==> src/rtl/inst_fetch_buffer.sv <==
// RV32I fetch: sequential PC, in-order imem requests, DEPTH-entry buffer to decode. Latency req->id_valid = k+1 cycles.
// Requests stall when allocated+stale reaches DEPTH; decode back-pressure holds the head; redirect flushes and drops stale responses.
module inst_fetch_buffer #(
  parameter logic [31:0] RESET_PC = 32'h0000_0000,
  parameter int          DEPTH    = 4
) (
  input  logic        clk,
  input  logic        rstn,
  output logic        imem_req_valid,
  input  logic        imem_req_ready,
  output logic [31:0] imem_req_addr,
  input  logic        imem_rsp_valid,
  input  logic [31:0] imem_rsp_data,
  output logic        id_valid,
  output logic [31:0] id_inst,
  output logic [31:0] id_pc,
  input  logic        id_ready,
  input  logic        redirect_valid,
  input  logic [31:0] redirect_pc
);

  localparam int AW = $clog2(DEPTH);
  localparam int CW = AW + 1;
  localparam logic [CW:0] DEPTH_W = (CW + 1)'(DEPTH);

  logic [31:0]   pc_q, pc_d;
  logic [AW-1:0] head_q, head_d, fill_q, fill_d, tail_q, tail_d;
  logic [CW-1:0] alloc_q, alloc_d, drop_q, drop_d, unfill_q, unfill_d;

  logic [31:0]      ent_pc_q   [DEPTH];
  logic [31:0]      ent_inst_q [DEPTH];
  logic [DEPTH-1:0] ent_filled_q;

  logic        req_fire, deq_fire, rsp_drop, rsp_fill, rsp_any;
  logic [CW:0] occ;
  logic        unused_redirect_lsbs;

  assign unused_redirect_lsbs = ^redirect_pc[1:0];

  // Stale in-flight responses still occupy memory-side slots, so they count against capacity.
  assign occ            = {1'b0, alloc_q} + {1'b0, drop_q};
  assign imem_req_valid = !redirect_valid && (occ < DEPTH_W);
  assign imem_req_addr  = pc_q;

  assign id_valid = ent_filled_q[head_q] && !redirect_valid;
  assign id_inst  = ent_inst_q[head_q];
  assign id_pc    = ent_pc_q[head_q];

  assign req_fire = imem_req_valid && imem_req_ready;
  assign deq_fire = id_valid && id_ready;
  assign rsp_any  = imem_rsp_valid && ((drop_q != '0) || (unfill_q != '0));
  assign rsp_drop = imem_rsp_valid && (drop_q != '0);
  assign rsp_fill = imem_rsp_valid && (drop_q == '0) && (unfill_q != '0);

  always_comb begin
    pc_d     = pc_q;
    head_d   = head_q;
    fill_d   = fill_q;
    tail_d   = tail_q;
    alloc_d  = alloc_q;
    drop_d   = drop_q;
    unfill_d = unfill_q;
    if (redirect_valid) begin
      head_d   = tail_q;
      fill_d   = tail_q;
      alloc_d  = '0;
      unfill_d = '0;
      // A response arriving in the redirect cycle is itself one of the discarded ones.
      drop_d   = drop_q + unfill_q - CW'(rsp_any);
      pc_d     = {redirect_pc[31:2], 2'b00};
    end else begin
      if (req_fire) begin
        tail_d = tail_q + AW'(1);
        pc_d   = pc_q + 32'd4;
      end
      if (deq_fire) head_d = head_q + AW'(1);
      if (rsp_fill) fill_d = fill_q + AW'(1);
      alloc_d  = alloc_q + CW'(req_fire) - CW'(deq_fire);
      unfill_d = unfill_q + CW'(req_fire) - CW'(rsp_fill);
      drop_d   = drop_q - CW'(rsp_drop);
    end
  end

  always_ff @(posedge clk or negedge rstn) begin
    if (!rstn) begin
      pc_q     <= RESET_PC;
      head_q   <= '0;
      fill_q   <= '0;
      tail_q   <= '0;
      alloc_q  <= '0;
      drop_q   <= '0;
      unfill_q <= '0;
    end else begin
      pc_q     <= pc_d;
      head_q   <= head_d;
      fill_q   <= fill_d;
      tail_q   <= tail_d;
      alloc_q  <= alloc_d;
      drop_q   <= drop_d;
      unfill_q <= unfill_d;
    end
  end

  // Tail, fill and head never alias in one cycle: tail is free, fill is unfilled, head is filled.
  always_ff @(posedge clk or negedge rstn) begin
    if (!rstn) begin
      for (int i = 0; i < DEPTH; i++) begin
        ent_pc_q[i]   <= '0;
        ent_inst_q[i] <= '0;
      end
      ent_filled_q <= '0;
    end else if (redirect_valid) begin
      ent_filled_q <= '0;
    end else begin
      if (req_fire) begin
        ent_pc_q[tail_q]     <= pc_q;
        ent_filled_q[tail_q] <= 1'b0;
      end
      if (rsp_fill) begin
        ent_inst_q[fill_q]   <= imem_rsp_data;
        ent_filled_q[fill_q] <= 1'b1;
      end
      if (deq_fire) ent_filled_q[head_q] <= 1'b0;
    end
  end

  a_rsp_outstanding: assert property (@(posedge clk) disable iff (!rstn)
    imem_rsp_valid |-> ((drop_q != '0) || (unfill_q != '0)));

endmodule

==> config.mk <==
export PLATFORM = sky130hd
export DESIGN_NAME = inst_fetch_buffer
export DESIGN_NICKNAME = d
export VERILOG_FILES = /design/src/rtl/inst_fetch_buffer.sv
export SDC_FILE = /design/constraint.sdc
export NUM_CORES = 1
export LEC_CHECK = 0
export CELL_PAD_IN_SITES_DETAIL_PLACEMENT = 0
export CELL_PAD_IN_SITES_GLOBAL_PLACEMENT = 1
export CORE_MARGIN = 10
export CORE_UTILIZATION = 57
export CTS_CLUSTER_SIZE = 28
export DETAILED_ROUTE_END_ITERATION = 12
export DONT_BUFFER_PORTS = 1
export HOLD_SLACK_MARGIN = 0.02
export PLACE_DENSITY = 0.94
export RECOVER_POWER = 25
export SKIP_CTS_REPAIR_TIMING = 1
export SLEW_MARGIN = 20
export SYNTH_ARGS = -nofsm -noshare
export SYNTH_HDL_FRONTEND = slang
export SYNTH_SLANG_ARGS = --single-unit
==> constraint.sdc <==
create_clock -name clk -period 4.7 [get_ports clk]
set_input_delay 0.94 -clock clk [delete_from_list [all_inputs] [get_ports clk]]
set_output_delay 0.94 -clock clk [all_outputs]
set_load 0.01 [all_outputs]
======== Word level (Yosys, flattened, before mapping) ========
Index checks and enable logic that the tools add are counted.
cells by class
  magnitude comparators ................... 12
  add/sub/neg operators ................... 12
  reduce and logical (&&, ||, !) cells .... 23
  bitwise gates (word level) .............. 9
  multiplexer cells ....................... 35
operators with widths
  operator                 count
  $bwmux W128              2
  $mux W32                 8
  $bmux W32 S2             2
  $demux W32 S2            2
  $add A32 B3 Y32 const B  1
  $mux W4                  6
  $logic_and A1 B1 Y1      13
  $sub A3 B1 Y3            4
  $ge A3 B3 Y1 const B     3
  $lt A2 B3 Y1 const B     3
  $mux W3                  3
  $not A2 Y3               3
  $and A4 B4 Y4            2
  $mux W2                  4
  $not A4 Y4               2
  $add A2 B1 Y2 const B    3
  $add A3 B1 Y3            2
  $demux W1 S2             3
  $ge A2 B1 Y1 const B     3
  $lt A3 B1 Y1 const B     2
  $reduce_bool A2 Y1       3
  $reduce_bool A3 Y1       2
  $add A3 B3 Y4            1
  $lt A4 B3 Y1 const B     1
  other kinds (9)          13
word-level totals
  bits of input ports ..................... 70
  output and inout port bits .............. 98
  bits in registers ....................... 307
  word-level logic and storage cells ...... 107

======== Depth between registers and ports, before layout ========
Gate-level depths: netlist of run 1.
  depth in word-level cells ............... 14
  mapped depth ............................ 14

======== Worst setup path after synthesis of run 1 ========
No wires, ideal clock.
  path type ............................... input -> register
  from .................................... input port redirect_valid
  to ...................................... register unfill_q[2]
  stages on the path ...................... 14
  data arrival time ....................... 3,154 ps
  slack ................................... 1,414 ps
  library setup time ...................... 132 ps
  cells stage by stage .................... buf_4 > nor4_2 > and3_1 > buf_4 > inv_2 > buf_2 > ha_1 > inv_1 > ha_1 > inv_1 > fa_1 > xnor2_1 > xnor2_1 > nor2_1
on the way
  word-level cells in the longest chain between the ends .. 6
ends and longest elaborated chain
  what                  line  RTL
  start, declared       18    input logic redirect_valid,
  $logic_not A1 Y1      42    assign imem_req_valid = !redirect_valid && (occ < DEPTH_W);
  $logic_and A1 B1 Y1   42
  $logic_and A1 B1 Y1   49    assign req_fire = imem_req_valid && imem_req_ready;
  $add A3 B1 Y3         79    unfill_d = unfill_q + CW'(req_fire) - CW'(rsp_fill);
  $sub A3 B1 Y3         79
  $mux W3 (*)           63    if (redirect_valid) begin
  net unfill_d[2]       28    logic [CW-1:0] alloc_q, alloc_d, drop_q, drop_d, unfill_q, unfill_d;
  end signal, assigned  100   unfill_q <= unfill_d;
  end, declared         28
The timed path passes the listed nets; every way through them passes the cells marked *.
A chain may end at the register's enable or synchronous reset.

======== Worst setup path after layout of run 1 ========
  from .................................... register head_q[0]
  to ...................................... output port id_pc[9]
on the way
  word-level cells in the longest chain between the ends .. 4
ends and longest elaborated chain
  what                                          line  RTL
  start, declared                               27    logic [AW-1:0] head_q, head_d, fill_q, fill_d, tail_q, tail_d;
  start signal, assigned                        87    head_q <= '0;
  start signal, assigned                        95    head_q <= head_d;
  $not A2 Y3 (not written as such)              47    assign id_pc = ent_pc_q[head_q];
  $bmux W32 S2                                  47
  $mux W32 (not written as such) (2 in series)  47
  end, declared                                 16    output logic [31:0] id_pc,
No other way between the ends. The select of a mux whose other input is x is not followed.

==> results of run 1 <==
registers in the layout (all words and copies together) (netlist names):
name and count:
alloc_q 3, drop_q 3, ent_filled_q 4, ent_inst_q 128
ent_pc_q 120, fill_q 2, head_q 2, imem_req_addr 30
tail_q 2, unfill_q 3
stage by stage:
| step | hold slack [ns] | std cells | utilization (%) | setup slack, ns | area, um^2 |
|---|---|---|---|---|---|
| finish | 0.0904 | 1277 | 62.1 | 1.32 | 15100 |
| global route | 0.0582 | 1277 | 62.1 | 1.17 | 15100 |
| CTS | 0.0609 | 1277 | 62.1 | 1.22 | 15100 |
| detailed placement | 0.467 | 1223 | 57.7 | 1.49 | 14000 |
| global placement | 0.456 | 1223 | 57.7 | 1.51 | 14000 |
| floorplan | 0.445 | 969 | - | 1.41 | 14000 |
metal layers:
| metal | track usage, % | share of wire (%) | up-vias |
|---|---|---|---|
| met5 | 0 | 0 | - |
| met4 | 3.54 | 1.8 | 0 |
| met3 | 5.75 | 7.9 | 51 |
| met2 | 31.9 | 49 | 222 |
| met1 | 24.4 | 41 | 4100 |
| li1 | - | - | 3470 |
final cells by class:
cell class | count | area [um^2]
multi-input cells | 572 | 6010
clock inverters | 10 | 136
inverters | 25 | 93.8
well taps | 324 | 405
clock buffers | 44 | 925
fillers | 1830 | 9200
repair buffers | 5 | 37.5
flip-flops and latches | 297 | 7440
worst max-delay path, delay by kind of cell (launching register included):
kind                   cells  cell delay (ns)
muxes                      1             0.65
buffers and inverters      1             0.53
DFF                        1             0.68
cells by family after synthesis:
kind of cell	count (synthesis)	share of synthesized area [%]
AO/OA/AOI/OAI	74	3.48
other	1	0.0268
XOR/XNOR	11	0.690
AND/OR/NAND/NOR	146	6.00
multiplexers	310	30.2
buffers and inverters	100	3.84
adder cells (fa/ha/maj)	27	2.58
flip-flops	297	53.2
worst paths after layout:
| path | startpoint | endpoint | slack (ns) |
|---|---|---|---|
| worst max register to register | head_q[0] | alloc_q[2] | 1.66 |
| worst min-delay path | rstn | ent_inst_q[111] | 0.09 |
| max in group asynchronous | rstn | ent_inst_q[103] | 4.22 |
| worst min register to register | ent_pc_q[115] | ent_pc_q[115] | 0.48 |
| min in group clk | ent_pc_q[115] | ent_pc_q[115] | 0.48 |
| worst max-delay path | head_q[0] | id_pc[9] | 1.32 |
cell usage in the layout, fill, tap and decap left out, drive strengths merged, types with 8 or more instances in the layout:
cell type	instances
a21oi	9
clkbuf	44
dfrtp	297
ha	24
inv	27
mux2	240
mux4	63
nand2	54
nand3	11
nand3b	8
nand4	18
nor2	18
o211ai	9
o21ai	30
o311ai	8
xnor2	8
power by group:
part	leakage, nW	switching [mW]	internal, mW	total [mW]
sequential	3.89	0.593	3.40	4.00
combinational	2.70	1.07	1.33	2.40
clock	0.529	0.987	1.52	2.51
==> summary.md, run 1 <==
| Metric | Value |
|---|---|
| Dominant cell type by area after synthesis | `dfrtp_1` |
| Yosys cell types | `58` |
| First-pass GRT wire length | `48200 um` |
| Die height | `177 um` |
| DR vias/cell | `a little over 6` |
| Initial core utilization | `57.6%` |
| RSZ-0062 raised after global routing | `no` |
| Hold Path Class | `in2async` |
| Aggregate global routing overflow | `0` |
| Biggest fanout along the worst timing path | `23` |
| Fin Clk Skew | `0.0130 ns` |
| Min Tclk post-route | `~3.4 ns` |
| WP data required | `3.76 ns` |
| Detailed-router iteration count before antenna repair | `4` |
| DP Wirelength | `around 19000 um` |
| Clock Latency Late Sink | `0.55 ns` |
| Vias in the first global route | `8448` |
| Post-synthesis cell count | `966` |
| Crit path cell chain | `buf_4 -> mux4_2` |
| CP Class | `reg2out` |
| Hold Fails Final Rpt | `0` |
| GRT Total Usage | `19.1%` |
| Clk sinks | `297` |
| CTS buffer count | `31` |
| Post-synthesis sequential area ratio | `53.2%` |
| Placer congestion estimate | `0.770` |
| DR DRC count | `0` |
| Nets | `~1000` |
| Max-slew violations | `0` |
| Worst Setup End Kind | `output pin` |
| Share of cells above drive strength 1 | `39.1%` |
| Top cell type's share of synthesized area | `53.2%` |
| Leakage | `7.12 nW` |
| Die Wd | `177 um` |
| Reg2reg path depth | `10` |
| Ys async rst share | `100%` |
| Via Count | `7843` |
| Max Clock Freq | `between 200 and 300 MHz` |
| Largest net degree at the start of global routing | `between 200 and 300` |
| Yosys warning count | `0` |
| Synth area leaders | `dfrtp_1 53%, mux2_2 19%, mux4_2 10%` |
| Critical Path AT | `2.44 ns` |
| Most instantiated library cell after synthesis | `dfrtp_1` |
| Slowest-stage cell, CP | `dfrtp_4` |
| Number of enable flip-flop cells after synthesis | `0` |
| FP Rows | `57` |
| Synth cell count leaders | `297 x dfrtp_1, 230 x mux2_2, 63 x mux4_2` |
| Buffers on Ports | `0` |
| Root buffer cell | `clkbuf_16` |
| I/O pin count | `~170` |
| Antenna violations before repair | `0` |
| Setup TNS | `0 ns` |
| Post-DRT Antenna Nets | `0` |
| CTS H-Tree Depth | `1` |
| Worst-Margin Slew | `1.04 ns` |
| Final setup fails | `0` |
| Main synth FF type | `dfrtp_1` |
| Diodes inserted | `0` |
| Synthesized area | `14000 um^2` |
| Worst ir drop on vdd | `0.367 mV` |
| Iter 0 DRT Violations | `about 580` |
| Area Growth Syn to Fin | `7.75%` |
| Relative slew margins | `a little under a third` |
| Die area | `31200 um^2` |
| CP max stage delay | `0.68 ns` |
| CTS tree | `built` |
| Fin crit share | `around 72%` |
| CP startpoint kind | `flip-flop` |
| Cell Pwr Density | `592 nW/um^2` |
| Core Area | `24200 um^2` |
| Maxcap violations | `0` |
| WL per Instance | `23.3 um` |
| Synth Area per Inst | `between 10 and 15 um^2` |
| Synth Register Bits | `297` |
| Power, Total | `about 8.9 mW` |
| Status | `completed` |
| Drt total wl | `29800 um` |
| Clock buffer depth | `3` |
| Clock slew at reported path FFs | `0.06 ns` |
No activity file was read; power rests on OpenSTA's default activity.
==> run 2, diff against run 1 <==
Settings changed: CORE_UTILIZATION 57 to 48, PLACE_DENSITY 0.94 to 0.85.
Clock period 4.7 ns to 3 ns, I/O delays scaled along.
==> summary.md, run 2 (synthesis gave the netlist of run 1 again) <==
| Metric | Value |
|---|---|
| Placed Cells incl. Taps | `1297` |
| Post-DRT Antenna Nets | `0` |
| Area Growth Syn to Fin | `9.66%` |
| First-pass GRT wire length | `48700 um` |
| Clk sinks | `297` |
| Clock slew at reported path FFs | `0.06 ns` |
| Buffers on Ports | `0` |
| Via Count | `7885` |
| Antenna violations before repair | `1` |
| FP Rows | `62` |
| Vias in the first global route | `roughly 8300` |
| Crit path cell chain | `buf_4 -> mux4_2` |
| Setup TNS | `0 ns` |
| DR vias/cell | `5.82` |
| Root buffer cell | `clkbuf_16` |
| Commonest non-fill, non-tap cells in the layout | `295 x dfrtp_1, 230 x mux2_2, 63 x mux4_2, 47 x nand2_1, 31 x clkbuf_16` |
| Detailed-router iteration count before antenna repair | `4` |
| Reg2reg path depth | `10` |
| Largest net degree at the start of global routing | `298` |
| Critical Path AT | `2.29 ns` |
| Leakage | `between 7 and 8 nW` |
| Clock buffer depth | `3` |
| Final setup fails | `0` |
| Reg-to-Reg Start | `head_q[0]` |
| Die height | `around 190 um` |
| Status | `complete, but fails checks` |
| Min Tclk post-route | `between 2 and 3 ns` |
| Die area | `36300 um^2` |
| Cell Pwr Density | `928 nW/um^2` |
| RSZ-0062 raised after global routing | `no` |
| Clock Latency Late Sink | `0.57 ns` |
| WHS | `-0.258 ns` |
| Max Clock Freq | `around 350 MHz` |
| Placer congestion estimate | `0.766` |
| CTS buffer count | `31` |
| DP Wirelength | `19100 um` |
| Worst Setup End Kind | `output pin` |
| CTS H-Tree Depth | `1` |
| FF-to-FF setup slack | `0.39 ns` |
| Slowest-stage cell, CP | `buf_4` |
| CP max stage delay | `0.82 ns` |
| Worst-Margin Slew | `1.06 ns` |
| Fin Clk Skew | `0.0183 ns` |
| CP startpoint kind | `flip-flop` |
| Drt total wl | `a little over 30000 um` |
| Hold Fails Final Rpt | `around 300` |
| Share of cells above drive strength 1 | `40.3%` |
| Violated checks | `hold timing` |
| CP Class | `reg2out` |
| CTS tree | `built` |
| Fin crit share | `96.4%` |
| CP startpoint | `head_q[1]` |
| Nets | `1043` |
| Initial core utilization | `48.7%` |
| Die Wd | `191 um` |
| I/O pin count | `168` |
| Worst Setup EP | `id_inst[27]` |
| Core Area | `28700 um^2` |
| Relative slew margins | `29.5%` |
| WP data required | `approximately 2.4 ns` |
| Maxcap violations | `0` |
| Commonest non-fill, non-tap cell in the layout | `dfrtp_1` |
| Iter 0 DRT Violations | `between 400 and 500` |
| Biggest fanout along the worst timing path | `65` |
| GRT Total Usage | `16.7%` |
| WL per Instance | `22.4 um` |
| DR DRC count | `0` |
| Max-slew violations | `0` |
| Hold Path Class | `in2async` |
| Diodes inserted | `0` |
| Fin cells | `1355` |
| Max reg flops | `128` |
| Aggregate global routing overflow | `0` |
| Top reg by flops | `ent_inst_q` |
| Worst ir drop on vdd | `0.603 mV` |
| Reg-to-Reg End | `alloc_q[2]` |
## run 2: how the worst min path moves through the flow
stage          start         endpoint  slack (ns)  cells past startpoint
6_report        rstn   ent_inst_q[84]       -0.26                      0
3_5_place_dp    rstn   ent_inst_q[84]        0.31                      0
5_1_grt         rstn  ent_inst_q[123]       -0.29                      0
3_3_place_gp    rstn  ent_inst_q[115]        0.31                      0
2_1_floorplan   rstn       alloc_q[0]        0.30                      0
4_1_cts         rstn  ent_inst_q[122]       -0.28                      0
## run 2: final cells by class
cell class	instances	area, um^2
inverters	25	93.8
multi-input cells	572	6010
well taps	384	480
clock inverters	18	254
repair buffers	19	168
flip-flops and latches	297	7440
fillers	2336	13400
clock buffers	40	870
## run 2: power by group
group          leakage (nW)  switching [mW]  internal (mW)
registers              3.89           0.828           5.33
clock network         0.546            1.59           2.55
logic                  2.77            1.77           2.13
## run 2: stage by stage
| step | hold slack [ns] | utilization (%) | worst slack [ns] | power (mW) | cell area, um^2 |
|---|---|---|---|---|---|
| after global routing | -0.285 | 53.4 | 0.0113 | 15.0 | 15300 |
| final | -0.258 | 53.4 | 0.108 | 14.2 | 15300 |
| after global placement | 0.315 | 49.4 | 0.400 | 10.0 | 14200 |
| after floorplan | 0.304 | - | 0.0541 | 9.23 | 14000 |
| after CTS | -0.283 | 53.4 | 0.0465 | 14.4 | 15300 |
| after detailed placement | 0.313 | 49.5 | 0.373 | 10.2 | 14200 |
## run 2: layer usage
layer / GRT usage (%) / vias up / part of all wire (%)
li1: - / 3511 / -
met1: 21.7 / 4098 / 43
met2: 26.8 / 221 / 47
met3: 5.41 / 55 / 7.8
met4: 4.12 / 0 / 2.4
met5: 0 / - / 0
## run 2: critical path, delay by kind of cell, from the launching register on
| kind | cells | cell delay, ns |
|---|---|---|
| DFF | 1 | 0.41 |
| buffers and inverters | 1 | 0.82 |
| muxes | 1 | 0.48 |
==> run 3, diff against run 2 <==
Settings changed: CORE_UTILIZATION 48 to 50, CTS_BUF_LIST set to sky130_fd_sc_hd__clkbuf_4 sky130_fd_sc_hd__clkbuf_8, PLACE_DENSITY 0.85 to 0.88.
==> summary.md, run 3 (synthesis gave the netlist of run 1 again) <==
| Metric | Value |
|---|---|
| Status | `complete, but fails checks` |
| Violated checks | `hold timing` |
| Clock buffer depth | `3` |
| Clk pwr share | `26.1%` |
| Die height | `187 um` |
| Nets | `around 1100` |
| Setup TNS | `0 ns` |
| First-pass GRT wire length | `~49000 um` |
| Leakage | `just over 7 nW` |
| Iter 0 DRT Violations | `454` |
| Clock slew at reported path FFs | `0.06 ns` |
| Comb power frac | `28.4%` |
| Max reg flops | `between 100 and 150` |
| Cell-internal power | `9.47 mW` |
| Worst ir drop on vdd | `0.551 mV` |
| DP Wirelength | `18900 um` |
| WHS | `-0.248 ns` |
| Aggregate global routing overflow | `0` |
| Maxcap violations | `0` |
| Die area | `35000 um^2` |
| Post-DRT Antenna Nets | `0` |
| DR DRC count | `0` |
| GRT Total Usage | `17.2%` |
| RSZ-0062 raised after global routing | `no` |
| Min Tclk post-route | `2.86 ns` |
| Worst-Margin Slew | `1.03 ns` |
| Sw Ratio | `between 30% and 40%` |
| DR vias/cell | `5.82` |
| CP startpoint kind | `flip-flop` |
| Buffers on Ports | `0` |
| Root buffer cell | `clkbuf_8` |
| Clk sinks | `slightly below 300` |
| P_sw | `4.11 mW` |
| Top reg by flops | `ent_inst_q` |
| Seq pwr share | `45.5%` |
| I/O pin count | `168` |
| Vias in the first global route | `8584` |
| Via Count | `8005` |
| Max-slew violations | `0` |
| Core Area | `between 20000 and 30000 um^2` |
| Largest net degree at the start of global routing | `between 200 and 300` |
| Max Clock Freq | `350 MHz` |
| Relative slew margins | `31.4%` |
| Commonest non-fill, non-tap cell in the layout | `dfrtp_1` |
| Drt total wl | `30400 um` |
| Antenna violations before repair | `0` |
| Hold Path Class | `in2async` |
| Die Wd | `187 um` |
| CTS buffer count | `49` |
| Area Growth Syn to Fin | `8.70%` |
| Commonest non-fill, non-tap cells in the layout | `295 x dfrtp_1, 230 x mux2_2, 63 x mux4_2, 58 x clkbuf_8, 47 x nand2_1` |
| CTS H-Tree Depth | `2` |
| Share of cells above drive strength 1 | `42.1%` |
| CTS tree | `built` |
| FP Rows | `61` |
| Power, Total | `13.6 mW` |
| CP Class | `reg2out` |
| Fin Clk Skew | `0.0139 ns` |
| Initial core utilization | `50.4%` |
| Detailed-router iteration count before antenna repair | `4` |
| Placer congestion estimate | `0.753` |
| Biggest fanout along the worst timing path | `65` |
| Final setup fails | `0` |
| Cell Pwr Density | `between 800 and 900 nW/um^2` |
| Worst Setup End Kind | `output pin` |
| Reg2reg path depth | `10` |
| Hold Fails Final Rpt | `297` |
| Clock Latency Late Sink | `0.55 ns` |
| WL per Instance | `22.1 um` |
| Critical Path AT | `between 2 and 2.5 ns` |
| WP data required | `approximately 2.4 ns` |
| Fin crit share | `between 90% and 100%` |
## run 3: worst max-delay path, stage by stage, from the launching register on
cell and delay [ns]:
dfrtp_4 0.41, buf_4 0.79, mux4_2 0.50
## run 3: final timing paths
kind | slack (ns) | to | startpoint
max in group asynchronous | 2.60 | head_q[0] | rstn
min | -0.25 | ent_inst_q[122] | rstn
max reg2reg | 0.38 | alloc_q[2] | head_q[0]
min reg2reg | 0.48 | ent_pc_q[51] | ent_pc_q[51]
max | 0.14 | id_pc[10] | head_q[1]
min in group clk | 0.15 | alloc_q[1] | redirect_valid
## run 3: through the flow
step           setup WS, ns  hold WS (ns)  std cells  util [%]  cell area (um^2)
2_1_floorplan        0.0541         0.304        969         -             14000
3_3_place_gp          0.386         0.313       1290      51.2             14200
3_5_place_dp          0.385         0.315       1290      51.2             14200
4_1_cts              0.0641        -0.298       1375      54.8             15200
5_1_grt              0.0328        -0.294       1375      54.8             15200
6_report              0.139        -0.248       1376      54.8             15200
## run 3: final cells by class
class	count	area (um^2)
Clock buffer	80	963
Inverter	25	93.8
Antenna cell	1	2.50
Timing Repair Buffer	18	173
Sequential cell	297	7440
Fill cell	2276	12500
Tap cell	378	473
Clock inverter	5	25.0
Multi-Input combinational cell	572	6010
## run 3: power groups by stage
stage               sequential (mW)  combinational (mW)  clock, mW
floorplan                      5.89                3.34          0
global placement               6.15                3.84          0
detailed placement             6.25                3.96          0
CTS                            6.18                3.97       3.67
global route                   6.35                4.24       3.85
finish                         6.17                3.86       3.54
## run 3: per-layer routing
layer  track usage (%)  routed length [um]
met5                 0                   0
met1              20.9               12300
met3              6.84                2860
met2              27.5               14600
met4              5.61                 687
